File: src/rtl/decoder_stream.sv
// decoder_stream
//   Decodes one instruction word, then collects up to NUM_EXT trailing
//   extension words over a valid/ready stream and presents the complete
//   bundle to the issue stage on a valid/ready output.
//
//   Optional feature macro: DECODER_EXT_TIMEOUT_EN
//     Defined   : a wait counter aborts the extension fetch after TIMEOUT_CYC
//                 idle FETCH cycles and delivers the bundle with err=1.
//     Undefined : FETCH waits indefinitely, err is tied 0.
//
//   Ports
//     clk, rst (async active-low), flush (sync abort)
//     inst/inst_valid/inst_ready       instruction input stream
//     data/data_valid/data_ready       extension word input stream
//     opcode, mode, rsrc, rdest, flags decoded instruction fields
//     ext_bus, ext_present             extension slots and presence mask
//     decoded_valid                    flags[0] of the held instruction
//     out_valid/out_ready              bundle handoff
//     err                              bundle aborted by timeout
//
//   state    | meaning
//   ---------+------------------------------------------------
//   ST_IDLE  | no bundle held, ready for an instruction
//   ST_FETCH | instruction held, collecting extension words
//   ST_OUT   | bundle complete, out_valid high until handed off
module decoder_stream #(
    parameter int DATA_W      = 64,
    parameter int INST_W      = 32,
    parameter int REG_W       = 6,
    parameter int NUM_EXT     = 3,
    parameter int MODE_W      = 4,
    parameter int TIMEOUT_CYC = 255
) (
    input  logic                                      clk,
    input  logic                                      rst,
    input  logic                                      flush,
    input  logic [INST_W-1:0]                         inst,
    input  logic                                      inst_valid,
    output logic                                      inst_ready,
    input  logic [DATA_W-1:0]                         data,
    input  logic                                      data_valid,
    output logic                                      data_ready,
    output logic [INST_W-MODE_W-2*REG_W-NUM_EXT-2:0]  opcode,
    output logic [MODE_W-1:0]                         mode,
    output logic [REG_W-1:0]                          rsrc,
    output logic [REG_W-1:0]                          rdest,
    output logic [NUM_EXT:0]                          flags,
    output logic [NUM_EXT*DATA_W-1:0]                 ext_bus,
    output logic [NUM_EXT-1:0]                        ext_present,
    output logic                                      decoded_valid,
    output logic                                      out_valid,
    input  logic                                      out_ready,
    output logic                                      err
);

    localparam int FLAG_W = NUM_EXT + 1;
    localparam int OPC_W  = INST_W - MODE_W - 2*REG_W - FLAG_W;

    if (NUM_EXT < 1 || NUM_EXT > 8) begin : g_bad_num_ext
        $error("decoder_stream: NUM_EXT must be 1..8");
    end
    if (OPC_W < 1) begin : g_bad_opc_w
        $error("decoder_stream: opcode field width must be positive");
    end
    if (TIMEOUT_CYC < 1) begin : g_bad_timeout
        $error("decoder_stream: TIMEOUT_CYC must be at least 1");
    end

    typedef enum logic [1:0] {
        ST_IDLE  = 2'd0,
        ST_FETCH = 2'd1,
        ST_OUT   = 2'd2
    } state_t;

    state_t                     state_q;
    logic [OPC_W-1:0]           opcode_q;
    logic [MODE_W-1:0]          mode_q;
    logic [REG_W-1:0]           rsrc_q;
    logic [REG_W-1:0]           rdest_q;
    logic [FLAG_W-1:0]          flags_q;
    logic [NUM_EXT*DATA_W-1:0]  ext_q;
    logic [NUM_EXT-1:0]         pend_q;
    logic                       out_valid_q;
    logic                       err_q;

    logic                       inst_acc;
    logic [NUM_EXT-1:0]         pend_low;
    logic [NUM_EXT-1:0]         pend_rest;

`ifdef DECODER_EXT_TIMEOUT_EN
    localparam int CNT_W = $clog2(TIMEOUT_CYC + 1);
    logic [CNT_W-1:0]           cnt_q;
`endif

    // inst_ready is held low while reset is asserted so every output reads 0.
    assign inst_ready = rst & ~flush &
                        ((state_q == ST_IDLE) | ((state_q == ST_OUT) & out_ready));
    assign data_ready = ~flush & (state_q == ST_FETCH);
    assign inst_acc   = inst_valid & inst_ready;

    // Isolate the lowest pending slot: extension words arrive in ascending order.
    assign pend_low  = pend_q & (~pend_q + NUM_EXT'(1));
    assign pend_rest = pend_q & ~pend_low;

    always_ff @(posedge clk or negedge rst) begin
        if (!rst) begin
            state_q     <= ST_IDLE;
            opcode_q    <= '0;
            mode_q      <= '0;
            rsrc_q      <= '0;
            rdest_q     <= '0;
            flags_q     <= '0;
            ext_q       <= '0;
            pend_q      <= '0;
            out_valid_q <= 1'b0;
            err_q       <= 1'b0;
`ifdef DECODER_EXT_TIMEOUT_EN
            cnt_q       <= '0;
`endif
        end else if (flush) begin
            state_q     <= ST_IDLE;
            pend_q      <= '0;
            out_valid_q <= 1'b0;
            err_q       <= 1'b0;
        end else if (inst_acc) begin
            // Covers both the IDLE accept and the back-to-back accept in OUT.
            opcode_q <= inst[INST_W-1 -: OPC_W];
            mode_q   <= inst[INST_W-OPC_W-1 -: MODE_W];
            rsrc_q   <= inst[INST_W-OPC_W-MODE_W-1 -: REG_W];
            rdest_q  <= inst[FLAG_W+REG_W-1 -: REG_W];
            flags_q  <= inst[FLAG_W-1:0];
            ext_q    <= '0;
            pend_q   <= inst[NUM_EXT:1];
            err_q    <= 1'b0;
`ifdef DECODER_EXT_TIMEOUT_EN
            cnt_q    <= '0;
`endif
            if (inst[NUM_EXT:1] != '0) begin
                state_q     <= ST_FETCH;
                out_valid_q <= 1'b0;
            end else begin
                state_q     <= ST_OUT;
                out_valid_q <= 1'b1;
            end
        end else begin
            case (state_q)
                ST_FETCH: begin
                    if (data_valid) begin
                        for (int k = 0; k < NUM_EXT; k++) begin
                            if (pend_low[k]) begin
                                ext_q[k*DATA_W +: DATA_W] <= data;
                            end
                        end
                        pend_q <= pend_rest;
`ifdef DECODER_EXT_TIMEOUT_EN
                        cnt_q  <= '0;
`endif
                        if (pend_rest == '0) begin
                            state_q     <= ST_OUT;
                            out_valid_q <= 1'b1;
                        end
                    end
`ifdef DECODER_EXT_TIMEOUT_EN
                    else if (cnt_q == CNT_W'(TIMEOUT_CYC - 1)) begin
                        // Missing slots keep the zeros loaded at accept.
                        state_q     <= ST_OUT;
                        out_valid_q <= 1'b1;
                        err_q       <= 1'b1;
                        pend_q      <= '0;
                    end else begin
                        cnt_q <= cnt_q + CNT_W'(1);
                    end
`endif
                end
                ST_OUT: begin
                    if (out_ready) begin
                        state_q     <= ST_IDLE;
                        out_valid_q <= 1'b0;
                        err_q       <= 1'b0;
                    end
                end
                default: ;
            endcase
        end
    end

    assign opcode        = opcode_q;
    assign mode          = mode_q;
    assign rsrc          = rsrc_q;
    assign rdest         = rdest_q;
    assign flags         = flags_q;
    assign ext_bus       = ext_q;
    assign ext_present   = flags_q[NUM_EXT:1];
    assign decoded_valid = flags_q[0];
    assign out_valid     = out_valid_q;
    assign err           = err_q;

endmodule

File: config.mk
export PLATFORM = sky130hd
export DESIGN_NAME = decoder_stream
export DESIGN_NICKNAME = d
export VERILOG_FILES = /design/src/rtl/decoder_stream.sv
export SDC_FILE = /design/constraint.sdc
export NUM_CORES = 1
export LEC_CHECK = 0
export CAP_MARGIN = 30
export CORE_UTILIZATION = 36
export CTS_CLUSTER_SIZE = 10
export DETAILED_ROUTE_END_ITERATION = 16
export GPL_ROUTABILITY_DRIVEN = 0
export PLACE_DENSITY = 0.66
export SYNTH_ARGS = -nofsm -noshare
export SYNTH_HDL_FRONTEND = slang
export SYNTH_SLANG_ARGS = --single-unit
File: constraint.sdc
create_clock -name clk -period 5.1 [get_ports clk]
set_input_delay 1.02 -clock clk [delete_from_list [all_inputs] [get_ports clk]]
set_output_delay 1.02 -clock clk [all_outputs]
set_load 0.01 [all_outputs]
==> results.sh, run 1 <==
export IMPL_timing_fmax_mhz=263
export IMPL_ys_ff_latch=229
export IMPL_synth_flop_cell="dfrtp_1"
export IMPL_antenna_left=0
export IMPL_fill_cells=2277
export IMPL_place_ws_ns=1.10
export IMPL_final_cells=1334
export IMPL_overflow=0
export IMPL_crit_family="buffers and inverters"
export IMPL_syn_area_per_cell_um2=14.4
export IMPL_rows=59
export IMPL_clkTransAtPathRegs_ns=0.05
export IMPL_cp_slowest_cell="clkdlybuf4s50_1"
export IMPL_synth_nets=764
export IMPL_cts_buffer_depth=3
export IMPL_tritoncts="yes"
export IMPL_placedCellCount=1299
export IMPL_finalNetCount=1098
export IMPL_synth_cell_type_count=36
export IMPL_drive_gt1_share_pct=24.4
export IMPL_yosysWarnings=0
export IMPL_postSynthCellCount=659
export IMPL_hold_slack_ns=0.332
export IMPL_routed_via_density=4.67
export IMPL_portBuffers=332
export IMPL_grt_start_max_net_pins=62
export IMPL_synth_top_family_by_area="multiplexers"
export IMPL_yosysSeqAreaShare_pct=60.2
export IMPL_cp_data_arrival_time_ns=2.78
export IMPL_synthAdderAreaFrac_pct=0.500
export IMPL_place_hpwl_um=16800
export IMPL_multi_input_area_um2=3460
export IMPL_required_ns=4.08
export IMPL_r2r_end="ext_bus[18]$_DFFE_PN0P_"
export IMPL_core_area_um2=26000
export IMPL_powerDensity_nw_per_um2=615
export IMPL_cap_violations=0
export IMPL_design_die_area_um2=27100
export IMPL_drt_pass1_iterations=4
export IMPL_synthTopCellsByArea="dfrtp_1 60%, mux2_2 16%, mux2_4 9.5%"
export IMPL_grt_first_pass_wirelength_um=37800
export IMPL_r2r_start="state_q[0]$_DFFE_PN0P_"
export IMPL_rsz0062_at_grt="false"
export IMPL_hp_class="input port to asynchronous set/reset pin"
export IMPL_wire_per_inst_um=18.3
export IMPL_crit_path_end_kind="output pin"
export IMPL_htreeDepth=1
export IMPL_worstSetupPathType="input port to output pin"
export IMPL_vias=6232
export IMPL_final_max_slew_viol_count=0
export IMPL_regArea_um2=5730
export IMPL_fin_area_um2=13800
export IMPL_die_w_um=165
export IMPL_synth_xor_xnor_area_share_pct=0
export IMPL_crit_fanout=12
export IMPL_reg2regPathDepth=7
export IMPL_first_global_vias=6633
export IMPL_cts_resized=0
export IMPL_detail_route_drc_violations=0
export IMPL_start_util_pct=36.6
export IMPL_p_leak_uw=0.00614
export IMPL_areaGrowthSynthToFinish_pct=45.1
export IMPL_cp_buffers_inverters=2
export IMPL_critPathLaunch="flush"
export IMPL_slowest_delay_ns=0.73
export IMPL_min_period_over_period_pct=74.5
export IMPL_cp_depth=3
export IMPL_synthArstFlopShare_pct=100
export IMPL_die_y_um=165
export IMPL_endpoint="inst_ready"
export IMPL_antenna_cells=0
export IMPL_critPathLaunchType="input port"
export IMPL_antenna_found_initial=0
export IMPL_r2r_slack_ns=2.25
export IMPL_cts_setup_buffers=0
export IMPL_synth_compound_area_share_pct=1.50
export IMPL_netlist_area_um2=9510
export IMPL_clk_latency_ns=0.52
export IMPL_placed_cell_area_um2=13100
export IMPL_synthSimpleGateAreaFrac_pct=8.96
export IMPL_finClkSkew_ns=0.0154
export IMPL_hold_buffers=0
export IMPL_synth_edf_count=0
export IMPL_irDropWorstVdd_v=0.000330
export IMPL_crit_path_frequent_cell="clkdlybuf4s50_1"
export IMPL_drt_iter0_drc=243
export IMPL_fin_crit_ns=3.80
export IMPL_grtUsageTotal_pct=17.9
export IMPL_relSlewSlack_pct=48.1
export IMPL_synth_top_area_share_pct=60.2
export IMPL_crit_chain="clkdlybuf4s50_1 > nor3b_1 > clkdlybuf4s50_1"
export IMPL_pin_count=334
export IMPL_clkSinkCount=229
export IMPL_root_buffer="clkbuf_16"
export IMPL_status="finished, final reports clean"
export IMPL_finalWirelength_um=24400
export IMPL_cts_made_buffers=27
export IMPL_tightest_slew_ns=0.778
export IMPL_yosys_area_top_type="dfrtp_1"
export IMPL_fin_ws_ns=1.30
export IMPL_final_hold_viol_count=0
export IMPL_setup_viol_count_final=0
export IMPL_tns_ns=0
export IMPL_synthMuxAreaShare_pct=25.2
-- layer usage --
| metal | GRT usage (%) | vias up | wire length (µm) |
|---|---|---|---|
| li1 | - | 2867 | - |
| met1 | 24.0 | 3094 | 10700 |
| met2 | 28.1 | 241 | 11000 |
| met3 | 5.45 | 30 | 2240 |
| met4 | 4.67 | 0 | 429 |
| met5 | 0 | - | 0 |
-- cell usage after synthesis, types with 2 or more instances --
cell type,number
dfrtp_1,229
mux2_2,132
nand2_1,97
and2_1,64
mux2_4,60
buf_6,18
buf_2,7
clkbuf_1,7
buf_4,6
inv_1,6
ha_1,3
a21oi_1,2
a21oi_4,2
buf_1,2
nand3_1,2
nor3_1,2
-- worst min-delay path by stage --
| stage | end | depth (start not counted) |
|---|---|---|
| after floorplan | mode[0]$_DFFE_PN0P_ | 2 |
| after global placement | opcode[8]$_DFFE_PN0P_ | 2 |
| after detailed placement | rsrc[1]$_DFFE_PN0P_ | 2 |
| after CTS | ext_bus[146]$_DFFE_PN0P_ | 1 |
| after global routing | ext_bus[82]$_DFFE_PN0P_ | 1 |
| final | ext_bus[146]$_DFFE_PN0P_ | 1 |
-- cell families after synthesis --
kind of cell / count (synthesis)
mux: 193
compound gates: 15
simple gates: 171
flops: 229
fa+ha+maj: 4
buf+inv: 46
other cells: 1
-- layout by cell type, fill, tap and decap left out, types with 2 or more instances in the layout --
| cell | synthesis | routed |
|---|---|---|
| clkbuf_1 | 7 | 3 |
| nor3_1 | 2 | 2 |
| nand2_1 | 97 | 97 |
| nand3_1 | 2 | 2 |
| dfrtp_1 | 229 | 229 |
| ha_1 | 3 | 3 |
| clkbuf_16 | 0 | 27 |
| clkdlybuf4s50_1 | 0 | 331 |
| mux2_2 | 132 | 132 |
| a21oi_1 | 2 | 2 |
| and2_1 | 64 | 64 |
| inv_1 | 6 | 6 |
| clkbuf_8 | 0 | 4 |
| buf_4 | 6 | 13 |
| a21oi_4 | 2 | 2 |
| mux2_4 | 60 | 60 |
-- final cells by class --
class | count | share of cell area, %
sequential | 229 | 41.5
multi-input combinational | 384 | 25.0
timing repair buffer | 345 | 24.8
clock buffer | 34 | 5.37
tap | 335 | 3.04
inverter | 6 | 0.163
clock inverter | 1 | 0.0634
-- where the power goes --
part / internal (µW) / leakage [µW] / total, µW / switching [µW]
clock: 999 / 0.000370 / 1680 / 679
combinational: 2310 / 0.00297 / 3630 / 1320
sequential: 2690 / 0.00280 / 3180 / 490
-- state kept, by name (all words and copies together) (netlist names), 3 cells and up --
| name | cells |
|---|---|
| mode | 4 |
| flags | 4 |
| ext_bus | 192 |
| rsrc | 6 |
| opcode | 12 |
| pend_q | 3 |
| rdest | 6 |
-- worst register-to-register path, delay by kind of cell (launching register included) --
kind                     cells  cell delay, ns
AO/OA/AOI/OAI                2            0.43
adder cells (fa/ha/maj)      1            0.22
buffers and inverters        2            0.62
flip-flops                   1            0.38
multiplexers                 1            0.43
AND/OR/NAND/NOR              1            0.68
-- through the flow --
stage	power (µW)	utilization, %
floorplan	4650	-
detailed placement	6860	50.2
global placement	6800	50.2
global route	8980	53.1
finish	8490	53.1
CTS	8600	53.1
Note: power is estimated with default switching activity, not from simulation.
==> inputs of run 2 (changes only) <==
==> constraint.sdc (replaced) <==
create_clock -name clk -period 3.8 [get_ports clk]
set_input_delay 0.76 -clock clk [delete_from_list [all_inputs] [get_ports clk]]
set_output_delay 0.76 -clock clk [all_outputs]
set_load 0.01 [all_outputs]
==> run 2 against run 1 <==
Clock-buffer cell count is 1 lower. Global-route usage is 0.24 points higher. Register-to-register slack worse by 0.82 ns. Setup slack worse by 0.40 ns. Via count is 0.24% higher. Core utilization hardly changed. Routed wire length is 1.5% higher. Critical path type is now flop to output pin. Largest power group unchanged.
==> results.sh, run 2 (same netlist as run 1, synthesis figures left out) <==
export IMPL_status="finished, final reports clean"
export IMPL_finalNetCount=1098
export IMPL_areaGrowthSynthToFinish_pct=45.2
export IMPL_dr_wl_met3_um=2300
export IMPL_hold_buffers=0
export IMPL_min_period_over_period_pct=76.4
export IMPL_cts_setup_buffers=0
export IMPL_dr_max_layer_used="met4"
export IMPL_detail_route_drc_violations=0
export IMPL_cap_violations=0
export IMPL_die_w_um=165
export IMPL_vias=6247
export IMPL_powerDensity_nw_per_um2=824
export IMPL_antenna_cells=0
export IMPL_drt_pass1_iterations=4
export IMPL_cts_resized=0
export IMPL_cts_made_buffers=27
export IMPL_largest_reg_flops=192
export IMPL_clk_latency_ns=0.52
export IMPL_irDropWorstVdd_v=0.000394
export IMPL_portBuffers=332
export IMPL_rows=59
export IMPL_worstSetupPathType="flop to output pin"
export IMPL_tritoncts="yes"
export IMPL_pin_count=334
export IMPL_grtUsageTotal_pct=18.1
export IMPL_layout_commonest_cell="clkdlybuf4s50_1"
export IMPL_drive_gt1_share_pct=24.3
export IMPL_relSlewSlack_pct=45.8
export IMPL_routed_via_density=4.68
export IMPL_tns_ns=0
export IMPL_htreeDepth=1
export IMPL_wire_per_inst_um=18.6
export IMPL_antenna_left=0
export IMPL_overflow=0
export IMPL_finalWirelength_um=24800
export IMPL_p_leak_uw=0.00615
export IMPL_wl_met2_um=11100
export IMPL_final_util_pct=53.2
export IMPL_hp_class="input port to asynchronous set/reset pin"
export IMPL_clkSinkCount=229
export IMPL_pwr_share_comb_pct=42.9
export IMPL_root_buffer="clkbuf_16"
export IMPL_timing_fmax_mhz=345
export IMPL_clkTransAtPathRegs_ns=0.05
export IMPL_rsz0062_at_grt="false"
export IMPL_final_hold_viol_count=0
export IMPL_place_ws_ns=0.843
export IMPL_total_power_uw=11400
export IMPL_swShare_pct=29.5
export IMPL_p_clk_share_pct=19.6
export IMPL_finClkSkew_ns=0.00522
export IMPL_p_sw_uw=3350
export IMPL_crit_path_end_kind="output pin"
export IMPL_crit_fanout=8
export IMPL_drt_met1_wl_um=10900
export IMPL_critPathLaunchType="flop"
export IMPL_grt_start_max_net_pins=102
export IMPL_fin_ws_ns=0.898
export IMPL_drt_iter0_drc=321
export IMPL_setup_viol_count_final=0
export IMPL_required_ns=3.04
export IMPL_start_util_pct=36.6
export IMPL_place_hpwl_um=16600
export IMPL_die_y_um=165
export IMPL_tightest_slew_ns=0.813
export IMPL_final_cell_mix="331 x clkdlybuf4s50_1, 229 x dfrtp_1, 132 x mux2_2, 97 x nand2_1, 64 x and2_1"
export IMPL_fin_crit_ns=2.90
export IMPL_final_max_slew_viol_count=0
export IMPL_cts_buffer_depth=3
export IMPL_first_global_vias=6575
export IMPL_antenna_found_initial=0
export IMPL_grt_first_pass_wirelength_um=38400
export IMPL_power_internal_uw=8020
export IMPL_core_area_um2=26000
export IMPL_power_frac_seq_pct=37.5
export IMPL_cp_data_arrival_time_ns=2.14
export IMPL_design_die_area_um2=27100
==> run 2: worst max-delay path, stage by stage, from the launching register on <==
cell             delay, ns
dfrtp_1               0.40
inv_1                 0.11
ha_1                  0.32
nor2b_1               0.22
clkdlybuf4s50_1       0.57
==> run 2: path summary, 6_finish.rpt <==
| kind | startpoint | endpoint | slack (ns) | cells past startpoint |
|---|---|---|---|---|
| max | out_valid$_DFFE_PN0P_ | data_ready | 0.90 | 4 |
| min reg2reg | mode[1]$_DFFE_PN0P_ | mode[1]$_DFFE_PN0P_ | 0.47 | 2 |
| max reg2reg | state_q[0]$_DFFE_PN0P_ | ext_bus[12]$_DFFE_PN0P_ | 1.43 | 7 |
| min | rst | state_q[0]$_DFFE_PN0P_ | 0.05 | 1 |
| max in group asynchronous | rst | flags[1]$_DFFE_PN0P_ | 2.02 | 3 |
| min in group clk | mode[1]$_DFFE_PN0P_ | mode[1]$_DFFE_PN0P_ | 0.47 | 2 |
==> run 2: power groups by stage <==
| stage | clock, µW | sequential [µW] | combinational [µW] |
|---|---|---|---|
| 6_report | 2230 | 4260 | 4880 |
| 5_1_grt | 2400 | 4430 | 5210 |
| 4_1_cts | 2310 | 4270 | 4950 |
| 3_5_place_dp | 0 | 4280 | 4930 |
| 3_3_place_gp | 0 | 4260 | 4880 |
| 2_1_floorplan | 0 | 4780 | 1450 |
==> run 2: final cells by class <==
cell class / count / area [µm²]
multi-input combinational: 384 / 3460
inverter: 6 / 22.5
timing repair buffer: 345 / 3450
clock inverter: 2 / 13.8
fill: 2293 / 12200
sequential: 229 / 5730
clock buffer: 33 / 718
tap: 335 / 419
==> run 2: per-layer routing <==
| layer | GRT usage [%] | vias up |
|---|---|---|
| met4 | 4.63 | 0 |
| met5 | 0 | - |
| met1 | 24.7 | 3094 |
| li1 | - | 2871 |
| met2 | 28.1 | 248 |
| met3 | 5.60 | 34 |
==> run 2: through the flow <==
step	hold WS [ns]	cells	cell area [µm²]
after floorplan	0.464	659	9510
after global placement	0.457	1299	13100
after detailed placement	0.461	1299	13100
after CTS	0.0296	1334	13800
after global routing	0.0328	1334	13800
final	0.0515	1334	13800
